===== config.mk =====
export PLATFORM = sky130hd
export DESIGN_NAME = ula_pipe
export DESIGN_NICKNAME = d
export VERILOG_FILES = /design/src/rtl/ula_pipe.sv
export SDC_FILE = /design/constraint.sdc
export NUM_CORES = 1
export LEC_CHECK = 0
export CAP_MARGIN = 20
export CORE_ASPECT_RATIO = 0.75
export CORE_MARGIN = 5
export CORE_UTILIZATION = 35
export CTS_CLUSTER_DIAMETER = 60
export DETAILED_ROUTE_END_ITERATION = 12
export PLACE_DENSITY = 0.65
export SYNTH_ARGS = -nofsm -noshare
export SYNTH_HDL_FRONTEND = slang
export SYNTH_SLANG_ARGS = --single-unit
export TNS_END_PERCENT = 100

===== constraint.sdc =====
create_clock -name clk -period 5.05 [get_ports clk]
set_input_delay 0.505 -clock clk [delete_from_list [all_inputs] [get_ports clk]]
set_output_delay 0.505 -clock clk [all_outputs]
set_load 0.05 [all_outputs]

===== src/rtl/ula_pipe.sv =====
// Handshaked ALU with WIDTH-bit operands, zero/error flags and optional shift-add multiplier (ULA_MUL_EN).
// Latency: 1 cycle for non-MUL ops, WIDTH+1 for MUL; results are held while i_result_ready is low.
module ula_pipe #(
  parameter int WIDTH = 8,
  localparam int SHW = $clog2(WIDTH)
) (
  input  logic             clk,
  input  logic             rst,
  input  logic             i_data_valid,
  output logic             o_ready,
  input  logic [2:0]       op_selector,
  input  logic [WIDTH-1:0] i_data_a,
  input  logic [WIDTH-1:0] i_data_b,
  output logic             o_data_valid,
  input  logic             i_result_ready,
  output logic [WIDTH-1:0] o_data_result,
  output logic [WIDTH-1:0] o_data_result_hi,
  output logic             o_data_carryout,
  output logic             o_data_zero,
  output logic             o_op_error
);

  typedef enum logic [1:0] {IDLE, MUL, DONE} state_t;

  state_t state, state_nx;
  logic   accept;
  logic   mul_go;
  logic   last_step;

  logic [WIDTH-1:0] alu_res;
  logic             alu_c;
  logic             alu_err;
  logic [WIDTH:0]   add_full, sub_full, shl_full, shr_full;
  logic [SHW-1:0]   amt;

  assign amt      = i_data_b[SHW-1:0];
  assign add_full = {1'b0, i_data_a} + {1'b0, i_data_b};
  assign sub_full = {1'b0, i_data_a} - {1'b0, i_data_b};
  assign shl_full = {1'b0, i_data_a} << amt;
  // Shift-out bit lands below the result so a zero shift amount yields carry 0.
  assign shr_full = {i_data_a, 1'b0} >> amt;

  always_comb begin
    alu_res = '0;
    alu_c   = 1'b0;
    alu_err = 1'b0;
    case (op_selector)
      3'b000: begin alu_res = add_full[WIDTH-1:0]; alu_c = add_full[WIDTH]; end
      3'b001: begin alu_res = sub_full[WIDTH-1:0]; alu_c = sub_full[WIDTH]; end
      3'b010: alu_res = i_data_a & i_data_b;
      3'b011: alu_res = i_data_a | i_data_b;
      3'b100: alu_res = i_data_a ^ i_data_b;
      3'b101: begin alu_res = shl_full[WIDTH-1:0]; alu_c = shl_full[WIDTH]; end
      3'b110: begin alu_res = shr_full[WIDTH:1];   alu_c = shr_full[0];     end
      default: begin
`ifdef ULA_MUL_EN
        alu_err = 1'b0;
`else
        alu_err = 1'b1;
`endif
      end
    endcase
  end

`ifdef ULA_MUL_EN
  localparam int CW = $clog2(WIDTH + 1);

  logic [CW-1:0]    cnt;
  logic [WIDTH-1:0] mul_b;
  logic [WIDTH-1:0] acc_hi, acc_lo;
  logic [WIDTH:0]   step_sum;
  logic [2*WIDTH:0] step_shift;
  logic [WIDTH-1:0] nx_hi, nx_lo;

  assign mul_go    = accept && (op_selector == 3'b111);
  assign last_step = (state == MUL) && (cnt == CW'(1));

  // acc_lo starts as the multiplier and drains one bit per step as the product fills in.
  assign step_sum   = {1'b0, acc_hi} + (acc_lo[0] ? {1'b0, mul_b} : '0);
  assign step_shift = {step_sum, acc_lo} >> 1;
  assign nx_hi      = step_shift[2*WIDTH-1:WIDTH];
  assign nx_lo      = step_shift[WIDTH-1:0];
`else
  assign mul_go    = 1'b0;
  assign last_step = 1'b0;
`endif

  // Output process: acceptance control.
  always_comb begin
    o_ready = rst && ((state == IDLE) || ((state == DONE) && i_result_ready));
    accept  = i_data_valid && o_ready;
  end

  // Next-state process.
  always_comb begin
    state_nx = state;
    case (state)
      IDLE, DONE: begin
        if (accept)
          state_nx = mul_go ? MUL : DONE;
        else if ((state == DONE) && i_result_ready)
          state_nx = IDLE;
      end
      MUL:     state_nx = last_step ? DONE : MUL;
      default: state_nx = IDLE;
    endcase
  end

  // State register and registered datapath.
  always_ff @(posedge clk or negedge rst) begin
    if (!rst) begin
      state            <= IDLE;
      o_data_valid     <= 1'b0;
      o_data_result    <= '0;
      o_data_result_hi <= '0;
      o_data_carryout  <= 1'b0;
      o_data_zero      <= 1'b0;
      o_op_error       <= 1'b0;
`ifdef ULA_MUL_EN
      cnt    <= '0;
      mul_b  <= '0;
      acc_hi <= '0;
      acc_lo <= '0;
`endif
    end else begin
      state <= state_nx;
      if (accept && !mul_go) begin
        o_data_valid     <= 1'b1;
        o_data_result    <= alu_res;
        o_data_result_hi <= '0;
        o_data_carryout  <= alu_c;
        o_data_zero      <= (alu_res == '0);
        o_op_error       <= alu_err;
      end else if (accept || ((state == DONE) && i_result_ready)) begin
        o_data_valid <= 1'b0;
      end
`ifdef ULA_MUL_EN
      if (mul_go) begin
        cnt    <= CW'(WIDTH);
        mul_b  <= i_data_b;
        acc_hi <= '0;
        acc_lo <= i_data_a;
      end else if (state == MUL) begin
        cnt    <= cnt - CW'(1);
        acc_hi <= nx_hi;
        acc_lo <= nx_lo;
        if (last_step) begin
          o_data_valid     <= 1'b1;
          o_data_result    <= nx_lo;
          o_data_result_hi <= nx_hi;
          o_data_carryout  <= (nx_hi != '0);
          o_data_zero      <= (nx_hi == '0) && (nx_lo == '0);
          o_op_error       <= 1'b0;
        end
      end
`endif
    end
  end

endmodule

==> flow_summary.yaml, run 1 <==
sta:
  period_needed_ns: 3.676
  tns_ns: 0
  max_freq_mhz: 272.0
  fin_crit_sh: 0.7279
  max_slew_margin: 0.3631
  worst_slew_pin_slew_ns: 0.9425
  rsz0062_at_grt: "false"
  drv_slew: 0
  clock_skew_ns: 0.003185
  hold_viol: 0
  setup_viol: 0
cells_and_area:
  final_nets: 354
  layout.cells.non_filler: 383
  fin_util: 0.4245
  insertedDiodeCount: 0
  final_area_sq_um: 2709
  drive_gt1_frac: 0.07616
  synthToLayoutAreaGrowth_pct: 16.84
detailed_routing:
  drt_wl_total_mm: 6.949
  routedWlPerCell_um: 18.14
  initialDrtViolationCount: 189
  routed_via_density: 5.872
  drc_errors: 0
  num_vias: 2249
  first_pass_iters: 4
  postRouteAntennaNets: 0
worst_hold_path:
  hold_path.class: "reg2reg"
  min_from: "state[0]"
floorplan:
  die_h_um: 80.49
  start_util: 0.3633
  rows: 25
  core_area_sq_um: 6381
  die_x_um: 104.0
  pin_count: 44
  dieArea_sq_um: 8369
synthesis:
  synthArstFlopShare: 1.000
  syn-cell-area_sq_um: 2318
  ys_warn_count: 0
  synth_edf_count: 0
  ys_seq_area_frac: 0.1511
  ys_types: 65
  synth_commonest_cells: "ha_1, inv_1, nand2_1"
  yosysTopAreaCell: "dfrtp_1"
  syn_inst: 279
  yosys-top-cells-area: "dfrtp_1, ha_1, mux2i_1"
  synth_top_area_frac: 0.1511
  ys.flop_type: "dfrtp_1"
  syn_area_per_cell_sq_um: 8.310
  synth-seq-cells: 14
  yosysMostFrequentCell: "ha_1"
clock_network:
  htree_levels: 1
  clock_sinks: 14
  cts_buffer_depth: 2
  post_cts_resized: 0
  cts_setup_buffers: 0
  holdBufCountCts: 0
  cts-root-buf: "clkbuf_8"
  numCtsBuffers: 3
  cts_tree: "done"
  clk_pin_slew_ns: 0.05
  clock_latency_ns: 0.24
place:
  placed_cells: 380
  placed_area_sq_um: 2668
  place_congestion: 0.9615
  dp_hpwl_mm: 5.457
  portBuffers: 35
worst_setup_path:
  crit_path_top_delay_cell: "clkdlybuf4s50_1"
  rr_startpoint: "state[1]"
  critical_path.startpoint: "i_data_b[0]"
  cp_data_required_time_ns: 5.19
  crit_type: "in2reg"
  crit_path_end_kind: "flop"
  startpoint_type: "input port"
  crit_family: "buffers and inverters"
  crit_chain: "clkdlybuf4s50_1 > clkinv_1 > ha_1 > nand2b_1 > a21oi_1 > a2111o_1 > nor4_1 > nand4_1 > o41ai_2"
  crit_arrival_ns: 3.82
  cpPeakStageDelay_ns: 0.94
  path_buf_inv: 2
  path_max_fanout: 18
outcome:
  status: "finished clean"
flow_run:
  cap_violations: 0
grt:
  grt_pass1_vias: 2120
  track_usage: 0.1606
  grt_max_degree: 27
  grt_remaining_overflow: 0
  grt_antenna_before_repair: 0
  grt_pass1_wl_mm: 11.00
power_and_ir_drop:
  p_seq_frac: 0.251
  combPwrFrac: 0.593
  power.density_nw_per_um2: 210.7
  internal-power_w: 0.0003105
  p_switching_w: 0.0002603
  ir_drop_uv: 93.40
  power.leakage_nw: 1.190
  netSwitchingFraction: 0.4560
  power.share.clock: 0.156
## metrics by stage
| stage | hold WS [ns] | power (W) | setup slack, ns |
|---|---|---|---|
| after floorplan | 0.2094 | 0.0003791 | 2.282 |
| after global routing | 0.4794 | 0.0006065 | 1.196 |
| after CTS | 0.4557 | 0.0005723 | 1.406 |
| after detailed placement | 0.4385 | 0.0004800 | 1.145 |
| after global placement | 0.4439 | 0.0004774 | 1.310 |
| final | 0.4552 | 0.0005708 | 1.374 |
## placed cells by master, fill, tap and decap left out, types with 3 or more instances in the layout
cell type and count:
clkdlybuf4s50_1 35, ha_1 25, inv_1 24, nand2_1 21, mux2i_1 14, dfrtp_1 14
o21ai_0 12, a21oi_1 12, nor2_1 9, conb_1 8, nand3_1 6, nand2b_1 6
nand3b_1 6, a22oi_1 6, mux2_2 6, a31oi_1 5, o22a_1 5, nor2b_1 5
o22ai_1 5, a21o_1 4, nor3_1 4, nand4_1 3, o211ai_1 3, a211o_1 3
a22o_1 3, o21bai_1 3, mux4_2 3, o221ai_1 3, clkbuf_8 3, buf_4 3
## layout make-up
class                           count  area [sq um]
Timing Repair Buffer               38         372.9
Clock buffer                        3         41.29
Fill cell                         667          3672
Multi-Input combinational cell    222          1749
Tap cell                           81         101.3
Sequential cell                    14         350.3
Inverter                           25         93.84
## power groups by stage
| stage | logic, W | clock network [W] | registers (W) |
|---|---|---|---|
| final | 0.000338 | 0.0000892 | 0.000143 |
| after detailed placement | 0.000335 | 0 | 0.000145 |
| after global routing | 0.000361 | 0.0000996 | 0.000146 |
| after global placement | 0.000332 | 0 | 0.000145 |
| after floorplan | 0.000166 | 0 | 0.000213 |
| after CTS | 0.000336 | 0.0000925 | 0.000144 |
## worst reg2reg max path, delay by kind of cell, from the launching register on
family | cells | cell delay (ns)
compound gates | 3 | 0.74
buf+inv | 2 | 0.35
simple gates | 2 | 0.54
flops | 1 | 0.40
## layer usage
| metal | vias to the layer above | GRT usage | routed length (um) |
|---|---|---|---|
| li1 | 1074 | - | - |
| met1 | 1082 | 0.2320 | 3366 |
| met2 | 89 | 0.2436 | 2983 |
| met3 | 4 | 0.03775 | 558 |
| met4 | 0 | 0.03105 | 40 |
| met5 | - | 0 | 0 |
## sequential cells by signal, summed over array words and instances, names as in the netlist
register and count:
o_data_result 8, state 2, o_data_carryout 1, o_data_valid 1
o_data_zero 1, o_op_error 1
## final timing paths
check | cells after the start | end | slack [ns]
max | 9 | o_data_zero | 1.37
max reg2reg | 7 | o_data_zero | 2.92
min reg2reg | 1 | state[1] | 0.46
min | 1 | state[1] | 0.46
min in group asynchronous | 1 | state[1] | 0.67
max in group asynchronous | 1 | o_data_result[3] | 3.95
## cells by family (layout without fill, tap and decap cells)
| logic type | Yosys count | after routing | share of synthesized area |
|---|---|---|---|
| AOI/OAI and AO/OA | 89 | 89 | 0.2887 |
| xor gates and xnor gates | 2 | 2 | 0.007557 |
| adders and majority gates | 27 | 27 | 0.1522 |
| buffers and inverters | 50 | 66 | 0.1058 |
| DFF | 14 | 14 | 0.1511 |
| muxes | 23 | 23 | 0.1187 |
| other | 1 | 8 | 0.001617 |
| and+or+nand+nor | 73 | 73 | 0.1743 |
(Power assumes the default switching activity.)
==> inputs of run 2 (changes only) <==
==> constraint.sdc (replaced) <==
create_clock -name clk -period 3.75 [get_ports clk]
set_input_delay 0.375 -clock clk [delete_from_list [all_inputs] [get_ports clk]]
set_output_delay 0.375 -clock clk [all_outputs]
set_load 0.05 [all_outputs]
==> flow_summary.yaml, run 2 (synthesis gave the netlist of run 1 again) <==
cells_and_area:
  final_nets: 362
  insertedDiodeCount: 0
  top_regs: "o_data_result (8), state (2)"
  largest_register_ffs: 8
  layout.cells.non_filler: 391
  fillers: 668
  final_area_sq_um: 2769
  regMostFlops: "o_data_result"
  synthToLayoutAreaGrowth_pct: 19.43
  layout_common_cells: "clkdlybuf4s50_1, ha_1, inv_1"
  layout_commonest_cell: "clkdlybuf4s50_1"
  drive_gt1_frac: 0.1000
clock_network:
  post_cts_resized: 0
  holdBufCountCts: 0
  clk_pin_slew_ns: 0.06
  cts_tree: "done"
  cts_setup_buffers: 0
  numCtsBuffers: 3
  clock_latency_ns: 0.25
  cts-root-buf: "clkbuf_8"
  htree_levels: 1
  clock_sinks: 14
  cts_buffer_depth: 2
worst_setup_path:
  cp_data_required_time_ns: 3.89
  crit_arrival_ns: 3.44
  crit_path_end_kind: "flop"
  crit_family: "compound AO/OA/AOI/OAI gates"
  cpPeakStageDelay_ns: 0.69
  path_max_fanout: 9
  crit_path_top_delay_cell: "clkdlybuf4s50_1"
  crit_type: "in2reg"
  startpoint_type: "input port"
  crit_chain: "clkdlybuf4s50_1 > inv_1 > ha_1 > o21ba_1 > o21bai_1 > a221o_1 > a2111oi_0 > buf_4 > nand4_1 > o41ai_2"
  path_buf_inv: 3
power_and_ir_drop:
  ir_drop_uv: 124.5
  power.leakage_nw: 1.229
  power.density_nw_per_um2: 280.4
detailed_routing:
  wl_met2_mm: 2.860
  wl_met3_um: 584
  drt_wl_total_mm: 6.696
  first_pass_iters: 4
  initialDrtViolationCount: 207
  wirelength_met1_mm: 3.206
  routedWlPerCell_um: 17.13
  drc_errors: 0
  num_vias: 2194
  routed_via_density: 5.611
  dr.max_layer_used: "met4"
  postRouteAntennaNets: 0
flow_run:
  cap_violations: 0
floorplan:
  die_h_um: 80.49
  start_util: 0.3633
  dieArea_sq_um: 8369
  die_x_um: 104.0
  rows: 25
  pin_count: 44
  core_area_sq_um: 6381
place:
  placed_area_sq_um: 2728
  placed_cells: 388
  portBuffers: 35
  dp_hpwl_mm: 5.353
  place_congestion: 1.007
sta:
  hold_viol: 0
  max_slew_margin: 0.5784
  clock_skew_ns: 0.003065
  rsz0062_at_grt: "false"
  drv_slew: 0
  period_needed_ns: 3.303
  worst_slew_pin_slew_ns: 0.6311
  max_freq_mhz: 302.8
  tns_ns: 0
  setup_viol: 0
  timing.hold.ws_ns: 0.4407
  fin_crit_sh: 0.8808
outcome:
  status: "finished clean"
grt:
  grt_pass1_wl_mm: 10.96
  track_usage: 0.1583
  grt_pass1_vias: 2123
  grt_max_degree: 27
  grt_antenna_before_repair: 0
  grt_remaining_overflow: 0
worst_hold_path:
  hold_path.class: "in2async"
-- run 2: cell count changes in the layout (fill, tap and decap cells not counted), sizes merged --
cell,previous run,this run
buf,3,11
-- run 2: area by class of cell --
type | instances | area, sq um | share of cell area
timing repair buffer | 46 | 432.9 | 0.1563
sequential | 14 | 350.3 | 0.1265
inverter | 25 | 93.84 | 0.03389
clock buffer | 3 | 41.29 | 0.01491
multi-input combinational | 222 | 1749 | 0.6317
tap | 81 | 101.3 | 0.03660
-- run 2: stage by stage --
step / setup slack [ns] / util / total power, W
2_1_floorplan: 1.112 / - / 0.0005105
3_3_place_gp: 0.3185 / 0.4275 / 0.0006493
3_5_place_dp: 0.2341 / 0.4275 / 0.0006529
4_1_cts: 0.5081 / 0.4339 / 0.0007789
5_1_grt: 0.2466 / 0.4339 / 0.0008250
6_report: 0.4470 / 0.4339 / 0.0007765
-- run 2: report_power, final --
| group | total [W] | internal, W | switching [W] |
|---|---|---|---|
| Clock | 0.000124 | 0.0000711 | 0.0000529 |
| Sequential | 0.000192 | 0.000178 | 0.0000140 |
| Combinational | 0.000460 | 0.000175 | 0.000285 |
| Total | 0.000776 | 0.000425 | 0.000352 |
-- run 2: worst paths after layout --
| path | from | to | slack [ns] | cells after the start |
|---|---|---|---|---|
| worst max-delay path | i_data_a[1] | o_data_zero | 0.45 | 10 |
| worst min-delay path | rst | o_data_valid | 0.44 | 2 |
| worst max register to register | state[1] | o_data_zero | 1.69 | 6 |
| worst min register to register | state[1] | state[0] | 0.44 | 1 |
| max in group asynchronous | rst | o_data_result[4] | 3.12 | 2 |
| min in group clk | state[1] | state[0] | 0.44 | 1 |
-- run 2: layer usage --
layer | GRT usage | vias up
met5 | 0 | -
met4 | 0.01940 | 0
met3 | 0.03052 | 4
met2 | 0.2398 | 88
met1 | 0.2374 | 1017
li1 | - | 1085
